File: src/rtl/act_quant_bit_seq.sv
// Bit-serial activation quantizer sequencer: steers an LSB-first word into an
// OUT_W-bit catch window, applies optional round-half-up, and saturates on overflow.
module act_quant_bit_seq #(
    parameter int DATA_W          = 32,
    parameter int CATCH_START_BIT = 10,
    parameter int OUT_W           = 8,
    parameter int ROUND_EN        = 1
) (
    input  logic                      clk,
    input  logic                      rst_n,
    input  logic                      start,
    input  logic                      bit_in,
    input  logic                      bit_valid,
    output logic                      in_ready,
    output logic [$clog2(DATA_W)-1:0] sel_out,
    output logic                      busy,
    output logic [OUT_W-1:0]          q_out,
    output logic                      sat_flag,
    output logic                      out_valid,
    input  logic                      out_ready
);

    localparam int SEL_W = $clog2(DATA_W);
    localparam logic [SEL_W-1:0] ROUND_SEL = SEL_W'(CATCH_START_BIT - 1);
    localparam logic [SEL_W-1:0] HI_SEL    = SEL_W'(CATCH_START_BIT + OUT_W - 1);
    localparam logic [SEL_W-1:0] LAST_SEL  = SEL_W'(DATA_W - 1);

    typedef enum logic [1:0] {S_IDLE, S_SHIFT, S_HOLD} state_t;

    state_t           state_q, state_d;
    logic [SEL_W-1:0] sel_q, sel_d;
    logic [OUT_W-1:0] win_q, win_d;
    logic             rnd_q, rnd_d;
    logic             ovf_q, ovf_d;
    logic [OUT_W-1:0] q_q, q_d;
    logic             sat_q, sat_d;
    logic             round_up;

    always_comb begin
        // NOTE: every signal gets a default first so no path leaves it unassigned (no latches).
        state_d  = state_q;
        sel_d    = sel_q;
        win_d    = win_q;
        rnd_d    = rnd_q;
        ovf_d    = ovf_q;
        q_d      = q_q;
        sat_d    = sat_q;
        round_up = 1'b0;

        case (state_q)
            S_IDLE: begin
                if (start) begin
                    state_d = S_SHIFT;
                    sel_d   = '0;
                    win_d   = '0;
                    rnd_d   = 1'b0;
                    ovf_d   = 1'b0;
                end
            end
            S_SHIFT: begin
                if (bit_valid) begin
                    for (int k = 0; k < OUT_W; k++) begin
                        if (sel_q == SEL_W'(CATCH_START_BIT + k)) win_d[k] = bit_in;
                    end
                    if (sel_q == ROUND_SEL) rnd_d = bit_in;
                    if (sel_q > HI_SEL) ovf_d = ovf_q | bit_in;

                    if (sel_q == LAST_SEL) begin
                        // Result uses the updated window/overflow so the final bit counts.
                        state_d  = S_HOLD;
                        sel_d    = '0;
                        round_up = (ROUND_EN != 0) && rnd_d;
                        if (ovf_d || (round_up && (&win_d))) begin
                            q_d   = '1;
                            sat_d = 1'b1;
                        end else begin
                            q_d   = win_d + OUT_W'(round_up);
                            sat_d = 1'b0;
                        end
                    end else begin
                        sel_d = sel_q + SEL_W'(1);
                    end
                end
            end
            S_HOLD: begin
                if (out_ready) begin
                    if (start) begin
                        state_d = S_SHIFT;
                        sel_d   = '0;
                        win_d   = '0;
                        rnd_d   = 1'b0;
                        ovf_d   = 1'b0;
                    end else begin
                        state_d = S_IDLE;
                    end
                end
            end
            default: state_d = S_IDLE;
        endcase
    end

    // NOTE: sequential state uses non-blocking assignments so all flops update together.
    always_ff @(posedge clk or negedge rst_n) begin
        if (!rst_n) begin
            state_q <= S_IDLE;
            sel_q   <= '0;
            win_q   <= '0;
            rnd_q   <= 1'b0;
            ovf_q   <= 1'b0;
            q_q     <= '0;
            sat_q   <= 1'b0;
        end else begin
            state_q <= state_d;
            sel_q   <= sel_d;
            win_q   <= win_d;
            rnd_q   <= rnd_d;
            ovf_q   <= ovf_d;
            q_q     <= q_d;
            sat_q   <= sat_d;
        end
    end

    assign in_ready  = (state_q == S_SHIFT);
    assign busy      = (state_q == S_SHIFT) || (state_q == S_HOLD);
    assign out_valid = (state_q == S_HOLD);
    assign sel_out   = sel_q;
    assign q_out     = q_q;
    assign sat_flag  = sat_q;

endmodule

File: config.mk
export PLATFORM = sky130hd
export DESIGN_NAME = act_quant_bit_seq
export DESIGN_NICKNAME = d
export VERILOG_FILES = /design/src/rtl/act_quant_bit_seq.sv
export SDC_FILE = /design/constraint.sdc
export NUM_CORES = 1
export LEC_CHECK = 0
export CAP_MARGIN = 20
export CELL_PAD_IN_SITES_DETAIL_PLACEMENT = 0
export CELL_PAD_IN_SITES_GLOBAL_PLACEMENT = 2
export CORE_UTILIZATION = 25
export DETAILED_ROUTE_END_ITERATION = 10
export PLACE_DENSITY = 0.64
export SLEW_MARGIN = 20
export SYNTH_ARGS = -nofsm -noshare
export SYNTH_HDL_FRONTEND = slang
export SYNTH_SLANG_ARGS = --single-unit
File: constraint.sdc
create_clock -name clk -period 2.78 [get_ports clk]
set_input_delay 0.556 -clock clk [delete_from_list [all_inputs] [get_ports clk]]
set_output_delay 0.556 -clock clk [all_outputs]
set_load 0.01 [all_outputs]
==> flow_summary.json <==
{
  "port_buffers": 22,
  "max_freq_mhz": 410.2,
  "insertedDiodeCount": 0,
  "routed-via-count": 1297,
  "p_per_area_mw_per_mm2": 551.8,
  "dpl.hpwl_mm": 2.910,
  "rows": 29,
  "cts_sinks": 26,
  "vdd_drop_max_uv": 241.1,
  "p_leak_uw": 0.0009010,
  "holdBufCountCts": 0,
  "worstSetupEndpointType": "flip-flop",
  "drt_iter0_drc": 92,
  "drv_slew": 0,
  "reg2reg_to": "q_out[0]$_DFFE_PN0P_",
  "ant_nets": 0,
  "crit_path_max_incr_delay_ns": 0.52,
  "synth_enable_flop_cells": 0,
  "grt_max_degree": 27,
  "slew_headroom": 0.5617,
  "cp.arrival_ns": 2.61,
  "htree_levels": 1,
  "cts_max_path_buffers": 2,
  "cts_root_buffer": "clkbuf_8",
  "final_util": 0.3203,
  "die_h_microns": 83.50,
  "worst_pin_slew_ns": 0.6575,
  "drcViolationCount": 0,
  "clk_pin_slew_ns": 0.11,
  "grt_overflow_total": 0,
  "ys_ff_latch": 26,
  "status": "complete, no violations",
  "hold_path_end": "win_q[7]$_DFFE_PN0P_",
  "hold_viol_final": 0,
  "ys_types": 40,
  "grt_pass1_wl_mm": 6.679,
  "cp_top_family": "simple AND/OR/NAND/NOR gates",
  "fin_worst_skew_ns": 0.007450,
  "r2r_slack_ns": 0.34,
  "ys.flop_type": "dfrtp_1",
  "synth-seq-area-share": 0.3919,
  "synthArstFlopShare": 1.000,
  "mostFrequentLayoutCells": "dfrtp_1 (26), clkdlybuf4s50_1 (22), nand2_1 (21)",
  "grt_pass1_vias": 1348,
  "rr_startpoint": "sel_out[0]$_DFFE_PN0P_",
  "maxCapViolCount": 0,
  "reg2reg_depth": 7,
  "wirelength_mm": 3.857,
  "rsz0062_at_grt": "no",
  "drive_gt1_frac": 0.1364,
  "nets": 217,
  "fin_crit_sh": 0.8769,
  "synth_nets": 191,
  "syn-instance-count": 173,
  "required_ns": 2.95,
  "dieArea_sq_mm": 0.006971,
  "finalSetupViolCount": 0,
  "syn_to_final_growth_pct": 23.21,
  "fillers": 668,
  "finalSetupTns_ns": 0,
  "crit_type": "reg -> reg",
  "viasPerCell": 4.716,
  "postSynthAreaPerCell_sq_um": 9.597,
  "die_w_microns": 83.50,
  "wl_per_cell_microns": 14.03,
  "ys.warnings.count": 0,
  "clk_latency_ns": 0.28,
  "worstPathCellList": "ha_1 > and3_1 > ha_1 > and3_1 > or3b_2 > a31oi_4 > a21oi_1",
  "core_area_sq_mm": 0.006386,
  "cts_tree": "done",
  "worst-path-buf-inv": 0,
  "post_cts_resized": 0,
  "drtPass1Iterations": 4,
  "hold_class": "reg -> reg",
  "antenna_found_initial": 0,
  "io_pins": 23,
  "numCtsBuffers": 3,
  "holdPathStages": 2,
  "final_common_cell": "dfrtp_1",
  "worstPathMaxFanout": 8,
  "syn_area_sq_mm": 0.001660,
  "cts_setup_buffers": 0,
  "finalCriticalPeriod_ns": 2.438,
  "gp_congestion": 0.7310,
  "grt_usage": 0.1193,
  "start_util": 0.2600,
  "slowest_stage": "or3b_2",
  "worstHoldStart": "win_q[7]$_DFFE_PN0P_",
  "cp-start-kind": "flip-flop"
}
==> final cells by class <==
cell class | count | area, sq um | area share
Multi-Input combinational cell | 126 | 909.6 | 0.4446
Sequential cell | 26 | 650.6 | 0.3180
Clock buffer | 3 | 41.29 | 0.02018
Inverter | 14 | 52.55 | 0.02569
Clock inverter | 1 | 30.03 | 0.01468
Timing Repair Buffer | 28 | 265.3 | 0.1297
Tap cell | 77 | 96.34 | 0.04709
==> power breakdown <==
part,internal (uW),leakage (uW),total (uW),switching (uW)
clock network,193,0.0000357,331,138
logic,143,0.000506,350,207
registers,402,0.000359,448,46.7
total,737,0.000901,1130,392
==> through the flow <==
stage / hold slack (ns) / area (sq um) / instances / worst slack, ns / power, uW
detailed placement: 0.4741 / 1974 / 271 / 0.3211 / 811.0
finish: 0.4977 / 2046 / 275 / 0.3422 / 1129
global route: 0.5330 / 2046 / 275 / 0.1742 / 1216
global placement: 0.4621 / 1974 / 271 / 0.2977 / 808.5
floorplan: 0.2604 / 1660 / 173 / 0.4894 / 672.6
CTS: 0.4986 / 2046 / 275 / 0.3117 / 1145
==> synth_stat cells (3+ instances only) <==
cell	count	area, sq um
nand2_1	21	78.83
inv_1	14	52.55
nor2_1	17	63.81
nand2b_1	3	18.77
mux2i_2	3	41.29
buf_4	3	22.52
o21ai_0	13	65.06
dfrtp_1	26	650.6
mux2i_1	6	60.06
ha_1	12	150.1
and4bb_2	3	37.54
mux2_2	3	33.78
a21oi_1	14	70.07
xor2_1	4	35.03
==> how the worst max path moves through the flow <==
| stage | slack (ns) | start | cells past startpoint | to |
|---|---|---|---|---|
| after floorplan | 0.49 | sel_out[0]$_DFFE_PN0P_ | 8 | q_out[7]$_DFFE_PN0P_ |
| after global placement | 0.30 | sel_out[1]$_DFFE_PN0P_ | 7 | q_out[1]$_DFFE_PN0P_ |
| after detailed placement | 0.32 | sel_out[0]$_DFFE_PN0P_ | 7 | q_out[0]$_DFFE_PN0P_ |
| after CTS | 0.31 | sel_out[0]$_DFFE_PN0P_ | 7 | q_out[3]$_DFFE_PN0P_ |
| after global routing | 0.17 | sel_out[1]$_DFFE_PN0P_ | 11 | q_out[7]$_DFFE_PN0P_ |
| final | 0.34 | sel_out[0]$_DFFE_PN0P_ | 7 | q_out[0]$_DFFE_PN0P_ |
==> routing by layer <==
layer | part of all wire | vias up | global-route usage
li1 | - | 640 | -
met1 | 0.50 | 633 | 0.1585
met2 | 0.47 | 20 | 0.1982
met3 | 0.025 | 4 | 0.01583
met4 | 0.013 | 0 | 0.04468
met5 | 0 | - | 0
==> tightest hold or removal path, cell delays in order (launching register included) <==
cell and delay [ns]:
dfrtp_1 0.36, nand2_1 0.05, o21ai_0 0.06
==> kinds of logic after synthesis <==
| logic type | share of synthesized area |
|---|---|
| muxes | 0.08139 |
| DFF | 0.3919 |
| and+or+nand+nor | 0.2231 |
| buffers and inverters | 0.06028 |
| xor gates and xnor gates | 0.02637 |
| AOI/OAI and AO/OA | 0.1266 |
| adders and majority gates | 0.09043 |
==> registers in the layout (all words and copies together), names as in the netlist <==
name      cells
win_q         8
sat_flag      1
state_q       2
ovf_q         1
sel_out       5
q_out         8
rnd_q         1
(Power assumes the default switching activity.)
